## src/rtl/fpu_pkg.sv

```systemverilog
// fpu_pkg: shared types and constants for the int32 -> bf16 conversion path.
package fpu_pkg;
  typedef struct packed {
    logic [31:0] data;
    logic        is_unsigned;
  } i2f_req_t;
  localparam logic [15:0] BF16_ZERO = 16'h0000;
endpackage

```

## src/rtl/i2f_rr_arb.sv

```systemverilog
// i2f_rr_arb: round-robin picker, first requester at or after rr (wrapping).
module i2f_rr_arb #(
  parameter  int NUM_REQ = 2,
  localparam int ID_W    = $clog2(NUM_REQ)
) (
  input  logic [NUM_REQ-1:0] req,
  input  logic [ID_W-1:0]    rr,
  output logic [NUM_REQ-1:0] gnt,
  output logic [ID_W-1:0]    id
);
  logic [ID_W-1:0] j;
  // Scanning from farthest to nearest lets the closest requester win by overwrite.
  always_comb begin
    gnt = '0;
    id = '0;
    j = '0;
    for (int i = NUM_REQ - 1; i >= 0; i--) begin
      j = ID_W'((int'(rr) + i) % NUM_REQ);
      if (req[j]) begin
        gnt = NUM_REQ'(1) << j;
        id = j;
      end
    end
  end
endmodule

```

## src/rtl/int_to_fp.sv

```systemverilog
// int_to_fp: combinational int32 (signed or unsigned) to bf16, round to nearest even.
module int_to_fp
  import fpu_pkg::*;
(
  input  i2f_req_t    req,
  output logic [15:0] res
);
  logic        neg;
  logic [31:0] mag;
  logic [31:0] norm;
  logic [4:0]  msb;
  logic        rnd;
  logic [14:0] em;
  // A mantissa carry out of rounding ripples into the exponent field for free.
  always_comb begin
    neg = !req.is_unsigned & req.data[31];
    mag = neg ? -req.data : req.data;
    msb = '0;
    for (int i = 0; i < 32; i++) if (mag[i]) msb = 5'(i);
    norm = mag << (5'd31 - msb);
    rnd = norm[23] & (norm[24] | |norm[22:0]);
    em = {8'(msb) + 8'd127, norm[30:24]} + 15'(rnd);
    res = (mag == '0) ? BF16_ZERO : {neg, em};
  end
endmodule

```

## src/rtl/int_to_fp_arbiter.sv

```systemverilog
// int_to_fp_arbiter: round-robin share of one int_to_fp converter, 2-stage valid/ready pipeline.
module int_to_fp_arbiter
  import fpu_pkg::*;
#(
  parameter  int NUM_REQ = 2,
  localparam int ID_W    = $clog2(NUM_REQ)
) (
  input  logic                  clk_i,
  input  logic                  rst_i,
  input  logic [NUM_REQ-1:0]    req_valid_i,
  output logic [NUM_REQ-1:0]    req_ready_o,
  input  logic [NUM_REQ*32-1:0] req_data_i,
  input  logic [NUM_REQ-1:0]    req_unsigned_i,
  output logic [NUM_REQ-1:0]    rsp_valid_o,
  input  logic [NUM_REQ-1:0]    rsp_ready_i,
  output logic [15:0]           rsp_data_o,
  input  logic                  flush_i,
  output logic                  busy_o
);
  i2f_req_t           op_q;
  logic [ID_W-1:0]    id1_q, id2_q, rr_q, gnt_id;
  logic               s1_valid, s2_valid;
  logic [15:0]        res_q, conv;
  logic [NUM_REQ-1:0] gnt;
  logic               s1_adv, s2_adv, grant_en, any_gnt;

  i2f_rr_arb #(.NUM_REQ(NUM_REQ)) u_arb (.req(req_valid_i), .rr(rr_q), .gnt(gnt), .id(gnt_id));
  int_to_fp u_cvt (.req(op_q), .res(conv));

  assign s2_adv      = !s2_valid | rsp_ready_i[id2_q];
  assign s1_adv      = !s1_valid | s2_adv;
  // Reset also masks the combinational grant so ready drops without a clock.
  assign grant_en    = s1_adv & !flush_i & !rst_i;
  assign req_ready_o = grant_en ? gnt : '0;
  assign any_gnt     = grant_en & |req_valid_i;
  assign rsp_valid_o = s2_valid ? (NUM_REQ'(1) << id2_q) : '0;
  assign rsp_data_o  = res_q;
  assign busy_o      = s1_valid | s2_valid;

  always_ff @(posedge clk_i or posedge rst_i) begin
    if (rst_i) begin
      op_q <= '0;
      id1_q <= '0;
      id2_q <= '0;
      rr_q <= '0;
      s1_valid <= 1'b0;
      s2_valid <= 1'b0;
      res_q <= BF16_ZERO;
    end else begin
      if (s1_adv) s1_valid <= any_gnt;
      if (any_gnt) begin
        op_q <= '{data: req_data_i[32*gnt_id +: 32], is_unsigned: req_unsigned_i[gnt_id]};
        id1_q <= gnt_id;
        rr_q <= (gnt_id == ID_W'(NUM_REQ - 1)) ? '0 : gnt_id + 1'b1;
      end
      if (s2_adv) begin
        res_q <= conv;
        id2_q <= id1_q;
        s2_valid <= s1_valid;
      end
      if (flush_i) begin
        s1_valid <= 1'b0;
        s2_valid <= 1'b0;
      end
    end
  end
endmodule

```

## config.mk

```make
export PLATFORM = sky130hd
export DESIGN_NAME = int_to_fp_arbiter
export DESIGN_NICKNAME = d
export VERILOG_FILES = /design/src/rtl/fpu_pkg.sv /design/src/rtl/i2f_rr_arb.sv /design/src/rtl/int_to_fp.sv /design/src/rtl/int_to_fp_arbiter.sv
export SDC_FILE = /design/constraint.sdc
export NUM_CORES = 1
export LEC_CHECK = 0
export CAP_MARGIN = 20
export CORE_ASPECT_RATIO = 1.1
export CORE_MARGIN = 1.5
export CORE_UTILIZATION = 45
export DETAILED_ROUTE_END_ITERATION = 10
export PLACE_DENSITY = 0.66
export SYNTH_ARGS = -nofsm -noshare
export SYNTH_HDL_FRONTEND = slang
export SYNTH_SLANG_ARGS = --single-unit
```

## constraint.sdc

```tcl
create_clock -name clk_i -period 8.35 [get_ports clk_i]
set_input_delay 1.67 -clock clk_i [delete_from_list [all_inputs] [get_ports clk_i]]
set_output_delay 1.67 -clock clk_i [all_outputs]
set_load 0.1 [all_outputs]
```

==> results.ini <==
[clock_tree]
cts_made_buffers=5
clock_sinks=54
postCtsSetupBuffers=0
postCtsHoldBufs=0
clk_root_buffer_cell=clkbuf_16
cts_tree=built
cts_resized=0
path_clk_slew_ns=0.09
clock_latency_ns=0.32
ctsLongestPathBuffers=2
h-tree-depth=2

[timing]
setup_tns_ns=0
final.min_clock_period_ns=6.98
clock_skew_ns=0.0166
fin_ws_ns=1.37
relSlewSlack_pct=34.9
fmax_ghz=0.143
final_hold_viol_count=0
holdWs_ns=0.482
final_max_slew_viol_count=0
rsz0062_at_grt=no
setup_viol=0
tightest_slew_ns=0.968
fin_crit_sh_pct=83.6

[synth]
syn_area_um2=7110
ys_ff_latch=54
yosysTopAreaCellShare_pct=19.0
ys.flop_type=dfrtp_1
syn-instance-count=944
seq_area_frac_synth_pct=19.0
synthTopCellsByArea=dfrtp_1 19%, a21oi_1 5.0%, mux2i_1 4.9%
yosysMostFrequentCell=nor2_1
yosys_warnings=0
synth_common_cells=79 x nor2_1, 71 x a21oi_1, 68 x nand2_1
synth-edff-count=0
async_reset_ff_share_pct=100
syn-num-nets=1022
synth_cell_types=99
synth_top_cell_by_area=dfrtp_1
syn_avg_cell_area_um2=7.53

[detailed_routing]
drc=0
antenna_left=0
drt-total-wl_um=24700
vias=7962
routedWlPerCell_um=21.0
routed_via_density=6.76
first_pass_iters=6
drt-initial-drc-count=891

[finish]
nets=1054
drive_gt1_share_pct=8.39
antenna_cells=0
syn2layout_area_growth_pct=14.8
fin_util_pct=52.4

[min_path]
hold_class=reg -> reg
holdPathEnd=rsp_data_o[4]
hp-start=rsp_data_o[4]
min_path_cells=2

[worst_setup_path]
required_ns=8.54
cp_slowest_stage_delay_ns=0.62
r2r_cells=19
crit_buf_inv=2
crit_slowest_cell=or3b_1
cp_max_fo=46
crit_path_end_kind=register
worstSetupPathType=reg -> reg
rrSetupSlack_ns=1.37
critPathLaunchType=register
crit_chain=inv_1 -> ha_1 -> or3b_1 -> o41a_1 -> xnor2_2 -> o211ai_1 -> o2111ai_1 -> nand4_1 -> a31o_2 -> nand2_4 -> inv_2 -> mux2i_1 -> mux2i_1 -> o2111ai_1 -> nor2_1 -> ha_1 -> nor4b_4 -> and4_1 -> or3_1
reg2reg_to=rsp_data_o[8]
worst_ep_arrival_time_ns=7.17
crit_family=simple AND/OR/NAND/NOR gates
r2r-start=op_q[1]

[grt]
gr-total-overflow=0
grt_max_degree=55
antenna_found_initial=0
grt_pass1_vias=7153
grt_usage_pct=30.0
grt_first_pass_wirelength_um=39300

[placed_design]
port_buffers=93
dp_worst_setup_slack_ns=1.58
hpwl_um=18600
gp_congestion=1.02

[die]
die_width_um=123
start_util_pct=45.7
die_h_um=135
die-area_um2=16600
ios=94
num_rows=48
coreArea_um2=15600

[power_and_ir_drop]
p_per_area_nw_per_um2=340
p_leak_nw=3.12
irDropWorstVdd_v=0.000119

[job]
timing.max_cap.violations=0

[status]
outcome=complete, no violations

==> worst reg2reg max path: cells and delay by family, from the launching register on <==
| kind | cells | cell delay [ns] |
|---|---|---|
| DFF | 1 | 0.51 |
| and+or+nand+nor | 7 | 2.17 |
| AOI/OAI and AO/OA | 5 | 1.93 |
| buffers and inverters | 2 | 0.73 |
| adders and majority gates | 2 | 0.56 |
| xor gates and xnor gates | 1 | 0.39 |
| muxes | 2 | 0.55 |
==> placed cells by master (no fill, tap or decap), drive strengths merged, types with 8 or more instances in the layout <==
| cell type | netlist | layout |
|---|---|---|
| nor3 | 37 | 37 |
| a31oi | 15 | 15 |
| inv | 50 | 51 |
| or4 | 9 | 9 |
| xnor2 | 26 | 26 |
| o21ai | 53 | 53 |
| nor2 | 79 | 79 |
| a211oi | 19 | 19 |
| or3 | 16 | 16 |
| nand2 | 71 | 71 |
| and2 | 9 | 9 |
| buf | 41 | 17 |
| o31ai | 15 | 15 |
| mux2 | 9 | 9 |
| or2 | 8 | 8 |
| clkdlybuf4s50 | 0 | 91 |
| mux2i | 37 | 37 |
| nand4 | 23 | 23 |
| a21oi | 73 | 73 |
| dfrtp | 54 | 54 |
| a222oi | 33 | 33 |
| nand3 | 25 | 25 |
| xor2 | 17 | 17 |
| o211ai | 15 | 15 |
| nor4 | 21 | 21 |
==> per-stage QoR <==
| stage | std cells | total power [mW] | cell area [um^2] |
|---|---|---|---|
| floorplan | 944 | 2.02 | 7110 |
| global placement | 1168 | 2.47 | 7970 |
| detailed placement | 1169 | 2.47 | 7990 |
| CTS | 1177 | 2.73 | 8160 |
| global route | 1177 | 2.96 | 8160 |
| finish | 1177 | 2.77 | 8160 |
==> report_power, final <==
| group | total [mW] | leakage [nW] | internal, mW | switching [mW] |
|---|---|---|---|---|
| Combinational | 2.08 | 2.38 | 0.706 | 1.38 |
| Clock | 0.257 | 0.0842 | 0.143 | 0.114 |
| Sequential | 0.436 | 0.659 | 0.324 | 0.113 |
==> layer usage <==
metal | wire, um | GRT usage [%] | vias up | part of all wire [%]
met5 | 0 | 0 | - | 0
met4 | 1230 | 14.5 | 0 | 5.0
met3 | 1760 | 4.27 | 80 | 7.1
met2 | 11500 | 47.4 | 429 | 46
met1 | 10200 | 40.0 | 3743 | 41
li1 | - | - | 3710 | -
==> sequential cells by signal, indices dropped and copies added, names as in the netlist <==
name / flops
op_q: 33
rsp_data_o: 16
id1_q: 1
id2_q: 1
rr_q: 1
s1_valid: 1
s2_valid: 1
==> worst max-delay path by stage <==
stage / slack [ns] / cells past startpoint / endpoint / startpoint
2_1_floorplan: 2.99 / 21 / rsp_data_o[8] / op_q[1]
5_1_grt: 0.96 / 21 / rsp_data_o[8] / op_q[1]
3_3_place_gp: 1.71 / 20 / rsp_data_o[8] / op_q[1]
3_5_place_dp: 1.58 / 19 / rsp_data_o[8] / op_q[1]
6_report: 1.37 / 19 / rsp_data_o[8] / op_q[1]
4_1_cts: 1.51 / 19 / rsp_data_o[8] / op_q[1]
==> cells by family (layout without fill, tap and decap cells) <==
family | count (synthesis) | in the layout | synth area share, %
fa+ha+maj | 5 | 5 | 0.880
mux | 46 | 46 | 6.74
simple gates | 342 | 342 | 26.1
compound gates | 321 | 321 | 33.1
xor+xnor | 43 | 43 | 5.51
flops | 54 | 54 | 19.0
buf+inv | 133 | 166 | 8.61
==> final cells by class <==
cell class | instances | area [um^2]
clock buffer | 5 | 125
clock inverter | 3 | 43.8
fill | 1522 | 7400
inverter | 50 | 190
multi-input combinational | 757 | 5150
sequential | 54 | 1350
tap | 200 | 250
timing repair buffer | 108 | 1050
Note: power is estimated with default switching activity, not from simulation.
